===== src/rtl/queue_calc_ctrl.sv =====
// queue_calc_ctrl: sequencer for a queue-based arithmetic evaluator.
// Operands are pushed onto an external queue. An operator combines the two
// head entries and appends the result at the back of the queue. A finished
// expression is reported from the queue head. Any error drains the queue and
// reports an error code.
// Optional feature macro: QUEUE_CALC_MUL_EN (adds MUL through a registered
// product and a one-cycle MULW state; without it MUL is a bad operator).
//
// state    | meaning
// ---------+----------------------------------------------------------------
// S_RUN    | accept tokens, drive push / pop-pair commands
// S_MULW   | apply the registered product to the queue (MUL builds only)
// S_RESULT | present queue head as the result, pop it on handshake
// S_FLUSH  | drain the queue after an error, one pop per cycle
// S_REPORT | present the error code until handshake
// S_SKIP   | drop the rest of the failed expression up to its last token
module queue_calc_ctrl #(
  parameter int DEPTH = 5,
  parameter int W     = 8
) (
  input  logic           clk,
  input  logic           rst,
  input  logic           in_valid,
  output logic           in_ready,
  input  logic           in_is_op,
  input  logic [W-1:0]   in_data,
  input  logic           in_last,
  output logic [1:0]     q_opcode,
  output logic [W-1:0]   q_back,
  input  logic [2*W-1:0] q_top,
  output logic           res_valid,
  input  logic           res_ready,
  output logic [W-1:0]   res_data,
  output logic           res_err,
  output logic [2:0]     res_code
);

  // Occupancy counter needs at least two bits so it can be compared with 2.
  localparam int CW = ($clog2(DEPTH + 1) < 2) ? 2 : $clog2(DEPTH + 1);
  localparam logic [CW-1:0] FULL = CW'(DEPTH);

  localparam logic [1:0] OP_PUSH = 2'b00;
  localparam logic [1:0] OP_HOLD = 2'b01;
  localparam logic [1:0] OP_PAIR = 2'b10;
  localparam logic [1:0] OP_POP  = 2'b11;

  localparam logic [2:0] E_NONE  = 3'd0;
  localparam logic [2:0] E_OVF   = 3'd1;
  localparam logic [2:0] E_UNF   = 3'd2;
  localparam logic [2:0] E_BADOP = 3'd3;
  localparam logic [2:0] E_END   = 3'd4;

  typedef enum logic [2:0] {
    S_RUN, S_MULW, S_RESULT, S_FLUSH, S_REPORT, S_SKIP
  } state_t;

  state_t        state, state_nxt;
  logic [CW-1:0] cnt, cnt_nxt;
  logic [2:0]    code, code_nxt;
  logic          skip, skip_nxt;   // erroring token lacked in_last

  logic [W-1:0]  entry0, entry1, sum, diff;

  assign entry0 = q_top[2*W-1:W];
  assign entry1 = q_top[W-1:0];
  assign sum    = entry0 + entry1;
  assign diff   = entry0 - entry1;

`ifdef QUEUE_CALC_MUL_EN
  logic [W-1:0]  mul_q, mul_nxt;
  logic          last_q, last_nxt;  // MUL token carried in_last
`endif

  // State, occupancy and error bookkeeping registers.
  always_ff @(posedge clk) begin
    if (!rst) begin
      state  <= S_RUN;
      cnt    <= '0;
      code   <= E_NONE;
      skip   <= 1'b0;
`ifdef QUEUE_CALC_MUL_EN
      mul_q  <= '0;
      last_q <= 1'b0;
`endif
    end else begin
      state  <= state_nxt;
      cnt    <= cnt_nxt;
      code   <= code_nxt;
      skip   <= skip_nxt;
`ifdef QUEUE_CALC_MUL_EN
      mul_q  <= mul_nxt;
      last_q <= last_nxt;
`endif
    end
  end

  // Next-state, queue command and result outputs; the queue command is
  // combinational so the queue updates on the same edge as the accept.
  always_comb begin
    state_nxt = state;
    cnt_nxt   = cnt;
    code_nxt  = code;
    skip_nxt  = skip;
    in_ready  = 1'b0;
    q_opcode  = OP_HOLD;
    q_back    = '0;
    res_valid = 1'b0;
    res_data  = '0;
    res_err   = 1'b0;
    res_code  = E_NONE;
`ifdef QUEUE_CALC_MUL_EN
    mul_nxt   = mul_q;
    last_nxt  = last_q;
`endif

    case (state)
      S_RUN: begin
        in_ready = 1'b1;
        if (in_valid) begin
          if (!in_is_op) begin
            if (cnt == FULL) begin
              code_nxt  = E_OVF;
              skip_nxt  = !in_last;
              state_nxt = S_FLUSH;
            end else begin
              q_opcode = OP_PUSH;
              q_back   = in_data;
              cnt_nxt  = cnt + 1'b1;
            end
          end else begin
            case (in_data[1:0])
              2'd0, 2'd1: begin
                if (cnt < CW'(2)) begin
                  code_nxt  = E_UNF;
                  skip_nxt  = !in_last;
                  state_nxt = S_FLUSH;
                end else begin
                  q_opcode = OP_PAIR;
                  q_back   = in_data[0] ? diff : sum;
                  cnt_nxt  = cnt - 1'b1;
                end
              end
`ifdef QUEUE_CALC_MUL_EN
              2'd2: begin
                if (cnt < CW'(2)) begin
                  code_nxt  = E_UNF;
                  skip_nxt  = !in_last;
                  state_nxt = S_FLUSH;
                end else begin
                  mul_nxt   = entry0 * entry1;
                  last_nxt  = in_last;
                  state_nxt = S_MULW;
                end
              end
`endif
              default: begin
                code_nxt  = E_BADOP;
                skip_nxt  = !in_last;
                state_nxt = S_FLUSH;
              end
            endcase
          end
          // End-of-expression check only for tokens that completed normally.
          if (in_last && state_nxt == S_RUN) begin
            if (cnt_nxt == CW'(1)) begin
              state_nxt = S_RESULT;
            end else begin
              code_nxt  = E_END;
              skip_nxt  = 1'b0;
              state_nxt = S_FLUSH;
            end
          end
        end
      end
`ifdef QUEUE_CALC_MUL_EN
      S_MULW: begin
        q_opcode  = OP_PAIR;
        q_back    = mul_q;
        cnt_nxt   = cnt - 1'b1;
        state_nxt = S_RUN;
        if (last_q) begin
          if (cnt_nxt == CW'(1)) begin
            state_nxt = S_RESULT;
          end else begin
            code_nxt  = E_END;
            skip_nxt  = 1'b0;
            state_nxt = S_FLUSH;
          end
        end
      end
`endif
      S_RESULT: begin
        res_valid = 1'b1;
        res_data  = entry0;
        if (res_ready) begin
          q_opcode  = OP_POP;
          cnt_nxt   = '0;
          state_nxt = S_RUN;
        end
      end
      S_FLUSH: begin
        if (cnt != '0) begin
          q_opcode = OP_POP;
          cnt_nxt  = cnt - 1'b1;
        end else begin
          state_nxt = S_REPORT;
        end
      end
      S_REPORT: begin
        res_valid = 1'b1;
        res_err   = 1'b1;
        res_code  = code;
        if (res_ready) begin
          state_nxt = skip ? S_SKIP : S_RUN;
        end
      end
      S_SKIP: begin
        in_ready = 1'b1;
        if (in_valid && in_last) begin
          state_nxt = S_RUN;
        end
      end
      default: state_nxt = S_RUN;
    endcase

    // Quiet all outputs while reset is asserted.
    if (!rst) begin
      in_ready  = 1'b0;
      q_opcode  = OP_HOLD;
      q_back    = '0;
      res_valid = 1'b0;
      res_data  = '0;
      res_err   = 1'b0;
      res_code  = E_NONE;
    end
  end

endmodule


===== config.mk =====
export PLATFORM = sky130hd
export DESIGN_NAME = queue_calc_ctrl
export DESIGN_NICKNAME = d
export VERILOG_FILES = /design/src/rtl/queue_calc_ctrl.sv
export SDC_FILE = /design/constraint.sdc
export NUM_CORES = 1
export LEC_CHECK = 0
export ABC_AREA = 0
export CORE_ASPECT_RATIO = 1.75
export CORE_UTILIZATION = 41
export CTS_CLUSTER_SIZE = 12
export DETAILED_ROUTE_END_ITERATION = 7
export PLACE_DENSITY_LB_ADDON = 0.15
export SLEW_MARGIN = 15
export SYNTH_ARGS = -nofsm -noshare
export SYNTH_HDL_FRONTEND = slang
export SYNTH_SLANG_ARGS = --single-unit

===== constraint.sdc =====
create_clock -name clk -period 3.3 [get_ports clk]
set_clock_uncertainty 0.1 [all_clocks]
set_input_delay 0.66 -clock clk [delete_from_list [all_inputs] [get_ports clk]]
set_output_delay 0.66 -clock clk [all_outputs]
set_load 0.02 [all_outputs]

==> impl_metrics.tcl <==
set metrics [dict create \
    worst_pin_slew_ps 490 \
    grt_max_degree 16 \
    vias 1854 \
    grt_pass1_vias 1799 \
    power_density_nw_per_um2 341 \
    seq_area_frac_synth_pct 13.1 \
    nNetsFinal 343 \
    cp.required_ps 2540 \
    cp_max_fo 3 \
    wl_per_cell_um 14.5 \
    clock_path_buffers 2 \
    htreeDepth 1 \
    vdd_ir_drop_max_uv 311 \
    path_cells "buf_8, inv_4, ha_4, mux2_4, inv_4, ha_4, nor2b_4, o31a_1, o21a_4, o211ai_1, a2111o_1, nand3_2, buf_6" \
    syn_inst 206 \
    rsz0062_at_grt "yes" \
    drt_iter0_drc 37 \
    syn_to_final_growth_pct 70.9 \
    clkSlewWorstSetupHoldPaths_ps 50 \
    clock.fmax_ghz 0.284 \
    drt-pass1-iter-count 4 \
    synth_edf_count 0 \
    timing.hold.ws_ps 376 \
    pre_cts_slack_ps -1150 \
    core.rowCount 29 \
    criticalPathCategory "in -> out" \
    status "finished with violations" \
    gr-total-overflow 0 \
    synth.avg_cell_area_um2 7.40 \
    slew_violations 0 \
    drc 0 \
    setup_slack_ps -225 \
    slowest_stage "mux2_4" \
    ys.flop_type "dfxtp_1" \
    dp_hpwl_um 3660 \
    violations "negative setup slack" \
    cts_tree "done" \
    synthArstFlopShare_pct 0 \
    syn-num-nets 249 \
    fin_tns_setup_ps -661 \
    netlist_area_um2 1520 \
    finalCritPeriodShare_pct 107 \
    ys_seq_elements 10 \
    drt.antenna.violating_nets 0 \
    setup_viol 4 \
    crit_buf_inv 4 \
    cp.arrival_ps 2760 \
    core_um2 3590 \
    finalHoldViolations 0 \
    startpoint_type "input port" \
    via_per_inst 5.39 \
    cts_hold_buf 0 \
    routed_wl_um 4970 \
    grt_pass1_wl_um 7620 \
    clock-sinks 10 \
    numPortBuffers 53 \
    place.gp.congestion 0.832 \
    antenna_found_initial 0 \
    layout-drive-gt1-share_pct 32.9 \
    yosys_warnings 0 \
    grt_use_total_pct 26.6 \
    clockRootBuffer "clkbuf_8" \
    clock_latency_ps 240 \
    cp_top_family "compound AO/OA/AOI/OAI gates" \
    maxSlewHeadroom_pct 67.3 \
    die_w_um 48.1 \
    cap_violations 0 \
    leakagePower_nw 1.10 \
    max_stage_delay_ps 300 \
    power.total_mw 0.887 \
    cts_made_buffers 3 \
    fin_crit_ps 3520 \
    synth_cell_types 57 \
    io_pins 54 \
    end_kind "output pin" \
    hold_path.class "reg -> reg" \
    initial_core_util_pct 42.4 \
    diodes 0 \
    die_h_um 82.7 \
    die-area_um2 3970 \
]
## state kept, by name, summed over array words and instances (netlist names)
signal and flops:
skip 1, cnt 3, state 3, code 3
## cell type report
class	count	area, µm²
inverters	10	45.0
repair buffers	98	881
fillers	273	988
clock buffers	3	41.3
multi-input cells	177	1380
flip-flops and latches	10	200
well taps	46	57.6
## worst min-delay path, stage by stage (launching register included)
cell and delay [ps]:
dfxtp_1 310, nand3_1 60, o21ai_0 70
## path summary, 6_finish.rpt
kind / start / endpoint / slack [ps] / cells past startpoint
worst max register to register: cnt[1] / skip / 890 / 8
worst min register to register: code[2] / code[2] / 380 / 2
worst min-delay path: code[2] / code[2] / 380 / 2
worst max-delay path: q_top[1] / q_back[7] / -220 / 13
## per-stage QoR
step | utilization, % | instance area, µm² | instances
2_1_floorplan | - | 1530 | 206
3_5_place_dp | 65.1 | 2340 | 333
6_report | 72.5 | 2600 | 344
3_3_place_gp | 65.1 | 2340 | 333
4_1_cts | 70.8 | 2540 | 342
5_1_grt | 72.5 | 2600 | 344
## what timing repair did
item | 4_1_cts | 5_1_grt
setup endpoints to repair | 8 | 8
gates cloned | 0 | 0
gates resized for setup | 80 | 12
setup buffers | 6 | 2
pin swaps | 21 | 15
## layout by cell type (no fill, tap or decap), types with 7 or more instances in the layout
| master | instances |
|---|---|
| a21oi_1 | 17 |
| and2_1 | 11 |
| buf_4 | 43 |
| buf_6 | 7 |
| clkdlybuf4s50_1 | 35 |
| dfxtp_1 | 10 |
| dlygate4sd2_1 | 7 |
| ha_1 | 9 |
| nand2_1 | 8 |
| nand2b_1 | 7 |
| nor2_1 | 22 |
| o21ai_0 | 12 |
| xnor2_1 | 7 |
## cell families after synthesis
group | share of synthesized area, %
AND/OR/NAND/NOR | 31.6
AO/OA/AOI/OAI | 28.9
buffers and inverters | 6.16
adder cells (fa/ha/maj) | 11.2
multiplexers | 2.71
flip-flops | 13.1
XOR/XNOR | 6.32
## power breakdown
group	switching [mW]	internal, mW
sequential	0.0364	0.142
combinational	0.294	0.288
clock	0.0469	0.0798
## routing by layer
metal	global-route usage (%)	wire length (µm)
met5	0	0
met4	12.8	116
met3	4.13	163
met2	51.2	2910
met1	25.0	1780
## cells in the mapped netlist (2+ instances only)
cell / count / area [µm²]
a22oi_1: 2 / 15.0
o31a_1: 2 / 17.5
o21ai_1: 2 / 10.0
ha_1: 12 / 150
clkbuf_1: 3 / 11.3
a31oi_1: 4 / 25.0
nor3_1: 8 / 40.0
o21ai_0: 14 / 70.1
and2_1: 11 / 68.8
nor2b_1: 3 / 18.8
o211ai_1: 2 / 15.0
a21oi_1: 18 / 90.1
and2b_1: 2 / 15.0
o31ai_1: 2 / 15.0
o21a_1: 2 / 15.0
nand3b_1: 2 / 15.0
buf_6: 2 / 22.5
mux2i_1: 3 / 30.0
nand2_1: 8 / 30.0
o31ai_2: 2 / 25.0
nor2_1: 24 / 90.1
buf_2: 3 / 15.0
xor2_1: 3 / 26.3
nand2b_1: 7 / 43.8
inv_1: 10 / 37.5
xnor2_1: 8 / 70.1
nand3_1: 7 / 35.0
dfxtp_1: 10 / 200
nor3b_1: 2 / 15.0
Note: power is estimated with default switching activity, not from simulation.
